--- config.mk ---
export PLATFORM = sky130hd
export DESIGN_NAME = demux4_stream_flat
export DESIGN_NICKNAME = d
export VERILOG_FILES = /design/src/rtl/demux4_stream_if.sv /design/src/rtl/demux4_stream.sv /design/src/flat_wrapper.sv
export SDC_FILE = /design/constraint.sdc
export NUM_CORES = 1
export LEC_CHECK = 0
export BUFFER_PORTS_ARGS = -buffer_cell sky130_fd_sc_hd__buf_2
export CAP_MARGIN = 20
export CORE_ASPECT_RATIO = 1.1
export CORE_MARGIN = 2
export CORE_UTILIZATION = 49
export CTS_CLUSTER_DIAMETER = 200
export CTS_CLUSTER_SIZE = 10
export DETAILED_ROUTE_END_ITERATION = 12
export PLACE_DENSITY = 0.83
export SLEW_MARGIN = 25
export SYNTH_ARGS = -nofsm -noshare
export SYNTH_HDL_FRONTEND = slang
export SYNTH_SLANG_ARGS = --single-unit
export TNS_END_PERCENT = 100
--- constraint.sdc ---
create_clock -name clk -period 2.6 [get_ports clk]
set_clock_uncertainty 0.2 [all_clocks]
set_input_delay 0.52 -clock clk [delete_from_list [all_inputs] [get_ports clk]]
set_output_delay 0.52 -clock clk [all_outputs]
set_load 0.02 [all_outputs]
--- src/rtl/demux4_stream_if.sv ---
// Handshake bundle for demux4_stream: one input stream, four output slots.
// slave is the demux side, master is the producer/consumer environment.
interface demux4_stream_if #(
    parameter int WIDTH = 1
);
    logic             in_valid;
    logic             in_ready;
    logic [WIDTH-1:0] d;
    logic             s0;
    logic             s1;
    logic [WIDTH-1:0] y0;
    logic [WIDTH-1:0] y1;
    logic [WIDTH-1:0] y2;
    logic [WIDTH-1:0] y3;
    logic             v0;
    logic             v1;
    logic             v2;
    logic             v3;
    logic             r0;
    logic             r1;
    logic             r2;
    logic             r3;

    modport slave (
        input  in_valid,
        input  d,
        input  s0,
        input  s1,
        input  r0,
        input  r1,
        input  r2,
        input  r3,
        output in_ready,
        output y0,
        output y1,
        output y2,
        output y3,
        output v0,
        output v1,
        output v2,
        output v3
    );

    modport master (
        output in_valid,
        output d,
        output s0,
        output s1,
        output r0,
        output r1,
        output r2,
        output r3,
        input  in_ready,
        input  y0,
        input  y1,
        input  y2,
        input  y3,
        input  v0,
        input  v1,
        input  v2,
        input  v3
    );
endinterface

--- src/rtl/demux4_stream.sv ---
// 1:4 stream demux: routes d to one of four registered valid/ready slots
// chosen by {s1,s0}; counts accepted beats and remembers the last select.
module demux4_stream #(
    parameter int WIDTH = 1,
    parameter int CNT_W = 8
) (
    input  logic             clk,
    input  logic             reset,
    demux4_stream_if.slave   bus,
    output logic [CNT_W-1:0] xfer_count,
    output logic [1:0]       last_sel
);

    typedef enum logic {
        EMPTY = 1'b0,
        FULL  = 1'b1
    } slot_state_e;

    slot_state_e      state_q [4];
    slot_state_e      state_d [4];
    logic [WIDTH-1:0] slot_q  [4];

    logic [3:0] rdy;
    logic [3:0] full;
    logic [3:0] load;
    logic [3:0] drain;
    logic [1:0] sel;
    logic       accept;

    assign rdy = {bus.r3, bus.r2, bus.r1, bus.r0};

    // Select is forced to 0 when idle so an undriven s0/s1 cannot leak X
    assign sel = bus.in_valid ? {bus.s1, bus.s0} : 2'b00;

    always_comb begin
        full = '0;
        for (int i = 0; i < 4; i++) begin
            full[i] = (state_q[i] == FULL);
        end
    end

    assign bus.in_ready = !full[sel] || rdy[sel];
    assign accept       = bus.in_valid && bus.in_ready;

    always_comb begin
        load  = '0;
        drain = '0;
        for (int i = 0; i < 4; i++) begin
            state_d[i] = state_q[i];
        end
        load[sel] = accept;
        for (int i = 0; i < 4; i++) begin
            drain[i] = full[i] && rdy[i];
            unique case (state_q[i])
                EMPTY: begin
                    if (load[i]) begin
                        state_d[i] = FULL;
                    end
                end
                FULL: begin
                    // A same-cycle reload keeps the slot full: no bubble
                    if (drain[i] && !load[i]) begin
                        state_d[i] = EMPTY;
                    end
                end
                default: state_d[i] = EMPTY;
            endcase
        end
    end

    always_ff @(posedge clk) begin
        if (reset) begin
            for (int i = 0; i < 4; i++) begin
                state_q[i] <= EMPTY;
                slot_q[i]  <= '0;
            end
            xfer_count <= '0;
            last_sel   <= 2'b00;
        end else begin
            for (int i = 0; i < 4; i++) begin
                state_q[i] <= state_d[i];
            end
            if (accept) begin
                slot_q[sel] <= bus.d;
                xfer_count  <= xfer_count + CNT_W'(1);
                last_sel    <= sel;
            end
        end
    end

    assign bus.y0 = slot_q[0];
    assign bus.y1 = slot_q[1];
    assign bus.y2 = slot_q[2];
    assign bus.y3 = slot_q[3];
    assign bus.v0 = full[0];
    assign bus.v1 = full[1];
    assign bus.v2 = full[2];
    assign bus.v3 = full[3];

endmodule

--- src/flat_wrapper.sv ---
// flat-port wrapper written by rule: the top's interface ports become plain ports
module demux4_stream_flat 
#(
    parameter int WIDTH = 1,
    parameter int CNT_W = 8
)
  (clk, reset, xfer_count, last_sel, bus_in_valid, bus_d, bus_s0, bus_s1, bus_r0, bus_r1, bus_r2, bus_r3, bus_in_ready, bus_y0, bus_y1, bus_y2, bus_y3, bus_v0, bus_v1, bus_v2, bus_v3);
  demux4_stream_if #(.WIDTH(WIDTH)) bus_i ();
  input  logic clk;
  input  logic reset;
  output logic [CNT_W-1:0] xfer_count;
  output logic [1:0] last_sel;
  input wire logic [$bits(bus_i.in_valid)-1:0] bus_in_valid;
  input wire logic [$bits(bus_i.d)-1:0] bus_d;
  input wire logic [$bits(bus_i.s0)-1:0] bus_s0;
  input wire logic [$bits(bus_i.s1)-1:0] bus_s1;
  input wire logic [$bits(bus_i.r0)-1:0] bus_r0;
  input wire logic [$bits(bus_i.r1)-1:0] bus_r1;
  input wire logic [$bits(bus_i.r2)-1:0] bus_r2;
  input wire logic [$bits(bus_i.r3)-1:0] bus_r3;
  output wire logic [$bits(bus_i.in_ready)-1:0] bus_in_ready;
  output wire logic [$bits(bus_i.y0)-1:0] bus_y0;
  output wire logic [$bits(bus_i.y1)-1:0] bus_y1;
  output wire logic [$bits(bus_i.y2)-1:0] bus_y2;
  output wire logic [$bits(bus_i.y3)-1:0] bus_y3;
  output wire logic [$bits(bus_i.v0)-1:0] bus_v0;
  output wire logic [$bits(bus_i.v1)-1:0] bus_v1;
  output wire logic [$bits(bus_i.v2)-1:0] bus_v2;
  output wire logic [$bits(bus_i.v3)-1:0] bus_v3;
  assign bus_i.in_valid = bus_in_valid;
  assign bus_i.d = bus_d;
  assign bus_i.s0 = bus_s0;
  assign bus_i.s1 = bus_s1;
  assign bus_i.r0 = bus_r0;
  assign bus_i.r1 = bus_r1;
  assign bus_i.r2 = bus_r2;
  assign bus_i.r3 = bus_r3;
  assign bus_in_ready = bus_i.in_ready;
  assign bus_y0 = bus_i.y0;
  assign bus_y1 = bus_i.y1;
  assign bus_y2 = bus_i.y2;
  assign bus_y3 = bus_i.y3;
  assign bus_v0 = bus_i.v0;
  assign bus_v1 = bus_i.v1;
  assign bus_v2 = bus_i.v2;
  assign bus_v3 = bus_i.v3;
  demux4_stream #(.WIDTH(WIDTH), .CNT_W(CNT_W)) u_core (.clk(clk), .reset(reset), .bus(bus_i), .xfer_count(xfer_count), .last_sel(last_sel));
endmodule
==> After elaboration in Yosys (flattened, before gate mapping) <==
Memories as Yosys holds them, arrays and structs flattened.
Cells that the tools add are included.
{ "word_totals": {"reg_bits": 10, "ram_bits": 8, "inputBits": 10, "mem_count": 2} }
{ "op_classes": {"addsub": 1, "n_lt_le_gt_ge": 2, "muxes": 32, "bitwise_logic": 9, "reduce_logical": 17} }
{ "memory_table": {"columns": ["name", "depth", "word_bits", "rd", "rd_clocked_by_memory_dff", "wr", "line_no", "rtl"], "rows": [
  ["u_core.slot_q", 4, 1, 4, 0, 4, "demux4_stream.sv:21", "logic [WIDTH-1:0] slot_q [4];"],
  ["u_core.state_q", 4, 1, 4, 0, 4, "demux4_stream.sv:19", "slot_state_e state_q [4];"]
]} }
{ "op_table": {"columns": ["cell", "count"], "rows": [
  ["1-bit 2-to-1 mux", 23],
  ["1-bit logical AND", 10],
  ["8-bit by 1-bit adder with 8-bit output, second input constant", 1],
  ["1-bit case mux with 2 select lines", 4],
  ["1-bit logical NOT", 5],
  ["4-bit bitwise AND", 1],
  ["1-bit binary-select mux with 2-bit select", 2],
  ["2-bit 2-to-1 mux", 2],
  ["1-bit inverter", 4],
  ["1-bit bitwise OR", 4],
  ["2-bit by 3-bit less-than comparator with 1-bit output, second input constant", 1],
  ["1-bit demux with 2-bit select", 1],
  ["2-bit by 1-bit greater-or-equal comparator with 1-bit output, second input constant", 1],
  ["1-bit logical OR", 1],
  ["1-bit OR reduction", 1]
]} }

==> Longest topological paths before layout <==
{ "depth": {"depth_word": 12, "mapped_depth": 7} }

==> Least setup slack after synthesis <==
Ideal clock, no wire load.
{ "synth_path": {"path_type": "input to register", "startpoint": "in bus_s0", "endpoint": "reg u_core.xfer_count[7]", "arrival_ps": 2099, "t_required_ps": 2279, "setup_slack_ps": 180, "cell_stages": 6, "path_cell_list": "buf_6 -> mux2_4 -> a221o_1 -> a21boi_2 -> and4_1 -> mux2_4"} }
{ "synth_via": {"elab_chain_cells": 6, "elab_cells_between_ends": 8} }
{ "synth_lines": {"columns": ["item", "line_no", "rtl"], "rows": [
  ["start: declaration", "flat_wrapper.sv:15", "input wire logic [$bits(bus_i.s0)-1:0] bus_s0;"],
  ["2-bit 2-to-1 mux (*)", "demux4_stream.sv:33", "assign sel = bus.in_valid ? {bus.s1, bus.s0} : 2'b00;"],
  ["1-bit binary-select mux with 2-bit select", "demux4_stream.sv:42", "assign bus.in_ready = !full[sel] || rdy[sel];"],
  ["1-bit 2-to-1 mux (not written as such)", "demux4_stream.sv:42", null],
  ["1-bit logical NOT", "demux4_stream.sv:42", null],
  ["1-bit logical OR (*)", "demux4_stream.sv:42", null],
  ["1-bit logical AND (*)", "demux4_stream.sv:43", "assign accept = bus.in_valid && bus.in_ready;"],
  ["end signal: assignment", "demux4_stream.sv:85", "xfer_count <= xfer_count + CNT_W'(1);"],
  ["end: declaration", "demux4_stream.sv:10", "output logic [CNT_W-1:0] xfer_count,"]
]} }
Every way passes the cells marked *; elsewhere a longest branch is shown, timed or not. The select of a mux whose other input is x is not followed.
A chain may end at the register's enable or synchronous reset.

==> Worst setup path in the final report <==
{ "layout_path": {"startpoint": "in bus_s0", "endpoint": "out bus_in_ready"} }
{ "layout_via": {"elab_chain_cells": 5, "elab_cells_between_ends": 7} }
{ "layout_lines": {"columns": ["item", "line_no", "rtl"], "rows": [
  ["2-bit 2-to-1 mux (*)", "demux4_stream.sv:33", null],
  ["1-bit binary-select mux with 2-bit select", "demux4_stream.sv:42", null],
  ["1-bit 2-to-1 mux (not written as such)", "demux4_stream.sv:42", null],
  ["1-bit logical NOT", "demux4_stream.sv:42", null],
  ["1-bit logical OR (*)", "demux4_stream.sv:42", null],
  ["end: declaration", "flat_wrapper.sv:21", "output wire logic [$bits(bus_i.in_ready)-1:0] bus_in_ready;"]
]} }
Marked as above.

==> out/metrics.yaml <==
outcome:
  status: "complete, no violations"
logic_synthesis:
  synth.most_common_cell: "dfxtp_1"
  synth-seq-cells: 18
  ys_types: 35
  synth_top_area_frac: 0.300
  synth_area_leaders: "dfxtp_1, edfxtp_1, mux2_4"
  avgSynthCellArea_um2: 9.74
  yosysWarnings: 0
  synth_common_cells: "dfxtp_1, nor2_1, nand2b_1, a21oi_1, nand2_1"
  syn_area_um2: 935
  async_flop_share: 0
  synth_top_cell_by_area: "dfxtp_1"
  synth_cells: 96
  synth_ff_type: "dfxtp_1"
  synth_edf_count: 4
  synth_nets: 107
  yosysSeqAreaShare: 0.428
drt:
  drtIter0Drc: 16
  viasPerCell: 5.77
  vias: 836
  routed_wl_um: 1940
  avgRoutedWirePerCell_um: 13.4
  ant_nets: 0
  drcViolationCount: 0
  firstDrtPassIters: 4
worst_setup_path:
  required_ns: 1.88
  cp_max_fo: 8
  crit_path_end_kind: "primary output"
  timing.critical_path.cells: "buf_2 -> mux2_4 -> a222oi_1 -> buf_4 -> nand2_1 -> buf_2"
  critPathLaunchType: "input port"
  critical_path_class: "in -> out"
  path_buf_inv: 3
  cp_common_cell: "buf_2"
  slowest_delay_ns: 0.32
  slowest_stage: "mux2_4"
  arrival_ns: 1.74
  path_delay_family: "buffers and inverters"
sta:
  worst_pin_slew_ns: 0.413
  fin_crit_ns: 2.46
  slew_violations: 0
  setup_ws_ns: 0.141
  hold_viol: 0
  finalSetupTns_ns: 0
  period_share: 0.946
  setup_viol: 0
  max_freq_mhz: 407
  rsz0062_at_grt: "no"
  slew_headroom: 0.725
floorplan:
  die_area_um2: 2270
  core_area_um2: 1780
  start_util: 0.525
  dieWidth_um: 45.6
  die-height_um: 49.8
  rows: 16
  pin_count: 29
cts:
  clockRootBuffer: "clkbuf_4"
  cts_sinks: 18
  path_clk_slew_ns: 0.10
  cts_tree: "yes"
  cts_max_level: 1
  cts_buffer_depth: 2
  clk_latency_ns: 0.30
  cts_buffers: 3
placed_design:
  post-place-ws_ns: 0.124
  gp_congestion: 0.775
  io_buffers: 28
  placed_area_um2: 1090
  dp_hpwl_um: 1440
global_route:
  grtUsageTotal: 0.190
  grt_pass1_vias: 743
  grt_pass1_wl_um: 3170
  grt_max_degree: 28
  grt_overflow: 0
  antenna_found_initial: 0
cells_and_area:
  diodes: 0
  fin_nets: 139
  n_fill_cell: 141
  drive_gt1_frac: 0.346
  area_growth_pct: 20.9
  postLayoutCellArea_um2: 1130
hold_path:
  hold_path.class: "reg -> reg"
job:
  max_cap_viol_count: 0
pwr:
  ir_drop_uv: 282
  p_per_area_nw_per_um2: 516
  p_leak_nw: 0.532
[report_power, final]
group / switching, mW / internal [mW]
registers: 0.00874 / 0.297
logic: 0.0576 / 0.0418
clock network: 0.0922 / 0.0855
total: 0.158 / 0.425
[layout make-up]
type	instances	area (um2)	share of cell area
tap	18	22.5	0.0199
multi-input combinational	71	493	0.436
clock buffer	4	36.3	0.0321
timing repair buffer	32	170	0.151
sequential	18	400	0.354
inverter	2	7.51	0.00664
[metal layers]
layer | wire [um] | track usage | vias to the layer above | share of wire
li1 | - | - | 408 | -
met1 | 816 | 0.222 | 399 | 0.42
met2 | 1020 | 0.322 | 25 | 0.52
met3 | 76 | 0.0330 | 4 | 0.039
met4 | 31 | 0.0931 | 0 | 0.016
met5 | 0 | 0 | - | 0
[layout by cell type (no fill, tap or decap), types with 2 or more instances in the layout]
cell type	n
and4b_1	2
a31o_1	2
nor2_1	12
inv_1	2
mux2i_1	2
nand2_1	6
nor4b_1	2
edfxtp_1	4
buf_4	4
nor2b_1	4
buf_2	28
nand4_1	2
dfxtp_1	14
and4_1	2
clkbuf_4	3
mux2_4	4
a21oi_1	7
nand2b_1	8
[per-stage QoR]
step           utilization  hold WS (ns)  total power, mW  std cells
2_1_floorplan            -         0.348            0.378         96
3_3_place_gp         0.610         0.263            0.405        140
3_5_place_dp         0.610         0.270            0.409        140
4_1_cts              0.630         0.288            0.583        144
5_1_grt              0.634         0.308            0.608        145
6_report             0.634         0.283            0.583        145
[state kept, by name (all words and copies together), names as in the netlist]
register and count:
u_core.last_sel 2, u_core.slot_q 4, u_core.state_q 4, u_core.xfer_count 8
[worst register-to-register path, stage by stage, from the launching register on]
cell,delay (ns)
dfxtp_1,0.34
mux2_4,0.28
a221o_1,0.38
a21boi_2,0.23
buf_4,0.20
nand2_1,0.10
nand2b_1,0.10
[cell families after synthesis]
kind of cell               share of synthesized area
DFF                                            0.428
and+or+nand+nor                                0.268
buffers and inverters                         0.0442
xor gates and xnor gates                     0.00937
muxes                                         0.0977
AOI/OAI and AO/OA                              0.139
adders and majority gates                     0.0134
[worst paths after layout]
check	startpoint	endpoint	slack (ns)	cells past startpoint
worst max-delay path	bus_s0	bus_in_ready	0.14	6
worst min-delay path	u_core.last_sel[1]	u_core.last_sel[1]	0.28	2
worst min register to register	u_core.last_sel[1]	u_core.last_sel[1]	0.28	2
worst max register to register	u_core.state_q[0][2]	u_core.slot_q[2]	0.52	6
[what timing repair did]
action | 4_1_cts | 5_1_grt
hold buffers | 0 | 0
gates resized for setup | 0 | 0
endpoints found under the setup margin | 0 | 1
buffers inserted | 0 | 1
Power figures use the tool's default switching activity.
